`src/rtl/prog_loader.sv`:
```
// Program loader: receives a framed byte stream (length, payload, checksum) and
// writes it into the 32x8 instruction memory, zero-filling the tail and holding the CPU in reset until a good load.
module prog_loader (
  input  logic       clk_i,
  input  logic       rst_i,
  input  logic       start_i,
  input  logic [7:0] byte_i,
  input  logic       byte_valid_i,
  output logic       byte_ready_o,
  output logic       mem_wen_o,
  output logic [4:0] mem_addr_o,
  output logic [7:0] mem_data_o,
  output logic       cpu_rst_o,
  output logic       busy_o,
  output logic       done_o,
  output logic [1:0] err_o
);

  localparam int unsigned DEPTH = 32;
  localparam int unsigned AW    = 5;
  localparam int unsigned DW    = 8;
  localparam int unsigned CW    = 6;

  localparam logic [1:0] ERR_NONE = 2'b00;
  localparam logic [1:0] ERR_LEN  = 2'b01;
  localparam logic [1:0] ERR_CSUM = 2'b10;

  typedef enum logic [2:0] {
    S_IDLE, S_LEN, S_DATA, S_CSUM, S_FILL, S_DONE, S_ERR
  } state_t;

  state_t          state, state_n;
  logic [CW-1:0]   cnt, cnt_n;
  logic [CW-1:0]   len, len_n;
  logic [DW-1:0]   sum, sum_n;
  logic            wen_n;
  logic [AW-1:0]   addr_n;
  logic [DW-1:0]   data_n;
  logic            cpu_rst_n;
  logic            done_n;
  logic [1:0]      err_n;
  logic            accept;

  assign byte_ready_o = (state == S_LEN) || (state == S_DATA) || (state == S_CSUM);
  assign busy_o       = byte_ready_o || (state == S_FILL);
  assign accept       = byte_valid_i && byte_ready_o;

  // State, counters and registered outputs
  always_ff @(posedge clk_i or posedge rst_i) begin
    if (rst_i) begin
      state      <= S_IDLE;
      cnt        <= '0;
      len        <= '0;
      sum        <= '0;
      mem_wen_o  <= 1'b0;
      mem_addr_o <= '0;
      mem_data_o <= '0;
      cpu_rst_o  <= 1'b1;
      done_o     <= 1'b0;
      err_o      <= ERR_NONE;
    end else begin
      state      <= state_n;
      cnt        <= cnt_n;
      len        <= len_n;
      sum        <= sum_n;
      mem_wen_o  <= wen_n;
      mem_addr_o <= addr_n;
      mem_data_o <= data_n;
      cpu_rst_o  <= cpu_rst_n;
      done_o     <= done_n;
      err_o      <= err_n;
    end
  end

  // Next-state and next-output decode
  always_comb begin
    state_n   = state;
    cnt_n     = cnt;
    len_n     = len;
    sum_n     = sum;
    wen_n     = 1'b0;
    addr_n    = mem_addr_o;
    data_n    = mem_data_o;
    cpu_rst_n = cpu_rst_o;
    done_n    = done_o;
    err_n     = err_o;

    case (state)
      S_IDLE: begin
        if (start_i) begin
          state_n = S_LEN;
          cnt_n   = '0;
          sum_n   = '0;
          err_n   = ERR_NONE;
        end
      end
      S_LEN: begin
        if (accept) begin
          if (byte_i == 8'd0 || byte_i > 8'(DEPTH)) begin
            state_n = S_ERR;
            err_n   = ERR_LEN;
          end else begin
            state_n = S_DATA;
            len_n   = CW'(byte_i);
            cnt_n   = '0;
          end
        end
      end
      S_DATA: begin
        if (accept) begin
          wen_n  = 1'b1;
          addr_n = AW'(cnt);
          data_n = byte_i;
          sum_n  = sum + byte_i;
          cnt_n  = cnt + CW'(1);
          if (cnt + CW'(1) == len) state_n = S_CSUM;
        end
      end
      S_CSUM: begin
        if (accept) begin
          if (byte_i != sum) begin
            state_n = S_ERR;
            err_n   = ERR_CSUM;
          end else if (len == CW'(DEPTH)) begin
            state_n   = S_DONE;
            done_n    = 1'b1;
            cpu_rst_n = 1'b0;
          end else begin
            // First fill word (address N) goes out on the checksum edge
            state_n = S_FILL;
            wen_n   = 1'b1;
            addr_n  = AW'(len);
            data_n  = '0;
            cnt_n   = len + CW'(1);
          end
        end
      end
      S_FILL: begin
        if (cnt == CW'(DEPTH)) begin
          state_n   = S_DONE;
          done_n    = 1'b1;
          cpu_rst_n = 1'b0;
        end else begin
          wen_n  = 1'b1;
          addr_n = AW'(cnt);
          data_n = '0;
          cnt_n  = cnt + CW'(1);
        end
      end
      S_DONE, S_ERR: begin
        if (start_i) begin
          state_n   = S_LEN;
          cnt_n     = '0;
          sum_n     = '0;
          err_n     = ERR_NONE;
          done_n    = 1'b0;
          cpu_rst_n = 1'b1;
        end
      end
      default: state_n = S_IDLE;
    endcase
  end

endmodule

```
`config.mk`:
```
export PLATFORM = sky130hd
export DESIGN_NAME = prog_loader
export DESIGN_NICKNAME = d
export VERILOG_FILES = /design/src/rtl/prog_loader.sv
export SDC_FILE = /design/constraint.sdc
export NUM_CORES = 1
export LEC_CHECK = 0
export ABC_AREA = 1
export BUFFER_PORTS_ARGS = -buffer_cell sky130_fd_sc_hd__buf_2
export CAP_MARGIN = 15
export CORE_AREA = 5 5 84 86
export DETAILED_ROUTE_END_ITERATION = 7
export DIE_AREA = 0 0 89 91
export SYNTH_ARGS = -nofsm -noshare
export SYNTH_HDL_FRONTEND = slang
export SYNTH_SLANG_ARGS = --single-unit
export TNS_END_PERCENT = 5
```
`constraint.sdc`:
```
create_clock -name clk_i -period 2.5 [get_ports clk_i]
set_clock_uncertainty 0.15 [all_clocks]
set_input_delay 0.625 -clock clk_i [delete_from_list [all_inputs] [get_ports clk_i]]
set_output_delay 0.625 -clock clk_i [all_outputs]
set_load 0.01 [all_outputs]
```
==> impl_metrics.py <==
metrics = {
    "detailed_routing": {
        "drt-initial-drc-count": 142,
        "met1_length_mm": 2.988,
        "route.met2.wl_mm": 3.045,
        "drc": 0,
        "num_vias": 2505,
        "routedWlPerCell_um": 13.16,
        "top_layer": "met4",
        "routed_via_density": 5.176,
        "ant_nets": 0,
        "drtPass1Iterations": 4,
        "route.met3.wl_um": 239,
        "routed_wl_mm": 6.368,
    },
    "clock_tree": {
        "cts_root_buf": "clkbuf_8",
        "ctsResizeCount": 0,
        "clock_path_buffers": 2,
        "numCtsBuffers": 5,
        "cts_tree": "yes",
        "cts_sinks": 41,
        "path_clk_slew_ns": 0.08,
        "insertion_delay_ns": 0.30,
        "cts_setup_buffers": 0,
        "htree_levels": 2,
        "cts_hold_buf": 0,
    },
    "floorplanning": {
        "num_rows": 29,
        "die_y_um": 91,
        "die_w_um": 89,
        "start_util": 0.4531,
        "dieArea_um2": 8099,
        "io_pins": 32,
        "core_um2": 6205,
    },
    "sta": {
        "max_slew_margin": 0.6440,
        "worst_pin_slew_ns": 0.5340,
        "final-setup-viol-count": 0,
        "hold_violations": 0,
        "clock.fmax_mhz": 444.1,
        "fin_crit_sh": 0.9008,
        "fin_crit_ns": 2.252,
        "setup_slack_ns": 0.2481,
        "setup_tns_ns": 0,
        "drv_slew": 0,
        "rsz0062_at_grt": "false",
    },
    "synthesis": {
        "yosys-top-cells-area": "dfrtp_1 36%, nand2_1 17%, ha_1 4.9%",
        "ys_warn_count": 0,
        "syn_area_per_cell_um2": 7.517,
        "syn_inst": 374,
        "synth-seq-area-share": 0.3654,
        "ys_ff_latch": 41,
        "ys_types": 39,
        "syn_nets": 399,
        "synth_edf_count": 0,
        "synth_ff_type": "dfrtp_1",
        "synth_top_area_share": 0.3560,
        "yosys-top-cells-count": "128 x nand2_1, 40 x dfrtp_1, 30 x inv_1",
        "yosysTopAreaCell": "dfrtp_1",
        "synth_most_common_cell": "nand2_1",
        "syn_area_um2": 2811,
        "async_reset_ff_frac": 1.000,
    },
    "power_and_ir_drop": {
        "pwr-share-seq": 0.326,
        "p_leak_uw": 0.001589,
        "clockPowerShare": 0.126,
        "vdd_drop_max_v": 0.0006140,
        "combPwrFrac": 0.548,
        "switching_share": 0.4830,
        "power.internal_uw": 1809,
        "switching_power_uw": 1690,
        "powerDensity_nw_per_um2": 1124,
    },
    "placed_design": {
        "port_buffers": 31,
        "pre_cts_ws_ns": 0.04190,
        "dp_hpwl_mm": 4.890,
        "gp_congestion": 0.8366,
    },
    "global_route": {
        "grt_pass1_wl_mm": 11.44,
        "grt_pass1_vias": 2422,
        "grt_max_degree": 42,
        "antenna_found_initial": 0,
        "track_usage": 0.1752,
        "grt_remaining_overflow": 0,
    },
    "finish": {
        "n_antenna_cell": 0,
        "fin_nets": 431,
        "seq_area_um2": 1027,
        "syn_to_final_growth_pct": 10.73,
        "multi_input_area_um2": 1563,
        "nFillCells": 636,
        "drive_gt1_frac": 0.1990,
    },
    "job": {
        "drv_cap": 0,
    },
    "min_path": {
        "hp-class": "input port to asynchronous set/reset pin",
    },
    "worst_setup_path": {
        "worst-r2r-setup-slack_ns": 0.38,
        "path_max_fanout": 9,
        "worstSetupStartpointType": "flop",
        "crit_path_end_kind": "output pin",
        "r2r_cells": 13,
        "arrival_ns": 1.48,
        "r2r_end": "state[0]",
        "reg2reg_from": "cnt[0]",
        "setup.worst_path.class": "flop to output pin",
        "required_ns": 1.73,
    },
    "outcome": {
        "outcome": "finished clean",
    },
}
==> through the flow <==
stage / hold WS (ns) / std cells / util / area, µm² / total power (µW)
4_1_cts: 0.3140 / 484 / 0.5017 / 3113 / 3540
5_1_grt: 0.3559 / 484 / 0.5017 / 3113 / 3869
6_report: 0.3034 / 484 / 0.5017 / 3113 / 3498
2_1_floorplan: 0.3127 / 374 / - / 2811 / 2609
3_5_place_dp: 0.3065 / 476 / 0.4876 / 3025 / 3084
3_3_place_gp: 0.3046 / 476 / 0.4876 / 3025 / 3073
==> layout by cell type (no fill, tap or decap), types with 2 or more instances in the layout <==
master and count:
xnor2_1 2, ha_1 11, inv_2 8, fa_1 2
a21oi_1 10, nor2_1 21, o22ai_1 3, nor2_4 2
a22o_1 2, nand3_4 2, clkbuf_8 5, o21ai_1 17
nand2_2 5, nand3_1 24, dfrtp_1 40, nor2_2 4
clkinvlp_4 2, o21ai_0 11, buf_2 31, xor2_1 4
nand4_1 15, inv_1 30, nand2_1 128, buf_4 5
o21ai_2 6, nand2_4 2
==> how the worst max path moves through the flow <==
| stage | startpoint | endpoint | slack (ns) | cells after the start |
|---|---|---|---|---|
| after floorplan | byte_i[0] | sum[4] | 0.37 | 6 |
| after global placement | byte_i[4] | mem_addr_o[2] | 0.04 | 11 |
| after detailed placement | byte_i[4] | mem_addr_o[0] | 0.04 | 11 |
| after CTS | state[2] | byte_ready_o | 0.23 | 4 |
| after global routing | cnt[0] | state[1] | 0.006 | 13 |
| final | state[2] | byte_ready_o | 0.25 | 4 |
==> cells by family after synthesis <==
family / after synthesis / share of synthesized area
AO/OA/AOI/OAI: 54 / 0.1184
XOR/XNOR: 6 / 0.01869
adder cells (fa/ha/maj): 13 / 0.06320
buffers and inverters: 50 / 0.07877
flip-flops: 41 / 0.3654
AND/OR/NAND/NOR: 210 / 0.3556
==> power by group through the flow <==
| stage | logic [µW] | registers, µW | clock network [µW] |
|---|---|---|---|
| after floorplan | 1490 | 1120 | 0 |
| after global placement | 1920 | 1150 | 0 |
| after detailed placement | 1930 | 1150 | 0 |
| after CTS | 1940 | 1140 | 459 |
| after global routing | 2200 | 1180 | 489 |
| final | 1920 | 1140 | 439 |
==> routing by layer <==
metal	GRT usage	vias to the layer above
met1	0.2449	1158
met4	0.04715	0
met2	0.2803	52
met3	0.02805	11
li1	-	1284
met5	0	-
==> cell type report <==
type | instances | area share
multi-input combinational | 283 | 0.5020
sequential | 41 | 0.3300
clock buffer | 6 | 0.02331
tap | 77 | 0.03095
clock inverter | 2 | 0.004823
timing repair buffer | 36 | 0.06190
inverter | 39 | 0.04703
==> worst max-delay path, cell delays in order, from the launching register on <==
cell and delay (ns):
dfrtp_1 0.67, inv_2 0.13, nand2_2 0.12, inv_1 0.10, buf_2 0.16
==> flip-flops by register name, indices dropped and copies added, names as in the netlist <==
register,count
mem_data_o,8
sum,8
cnt,6
len,6
mem_addr_o,5
state,3
err_o,2
cpu_rst_o,1
done_o,1
mem_wen_o,1
Note: power is estimated with default switching activity, not from simulation.
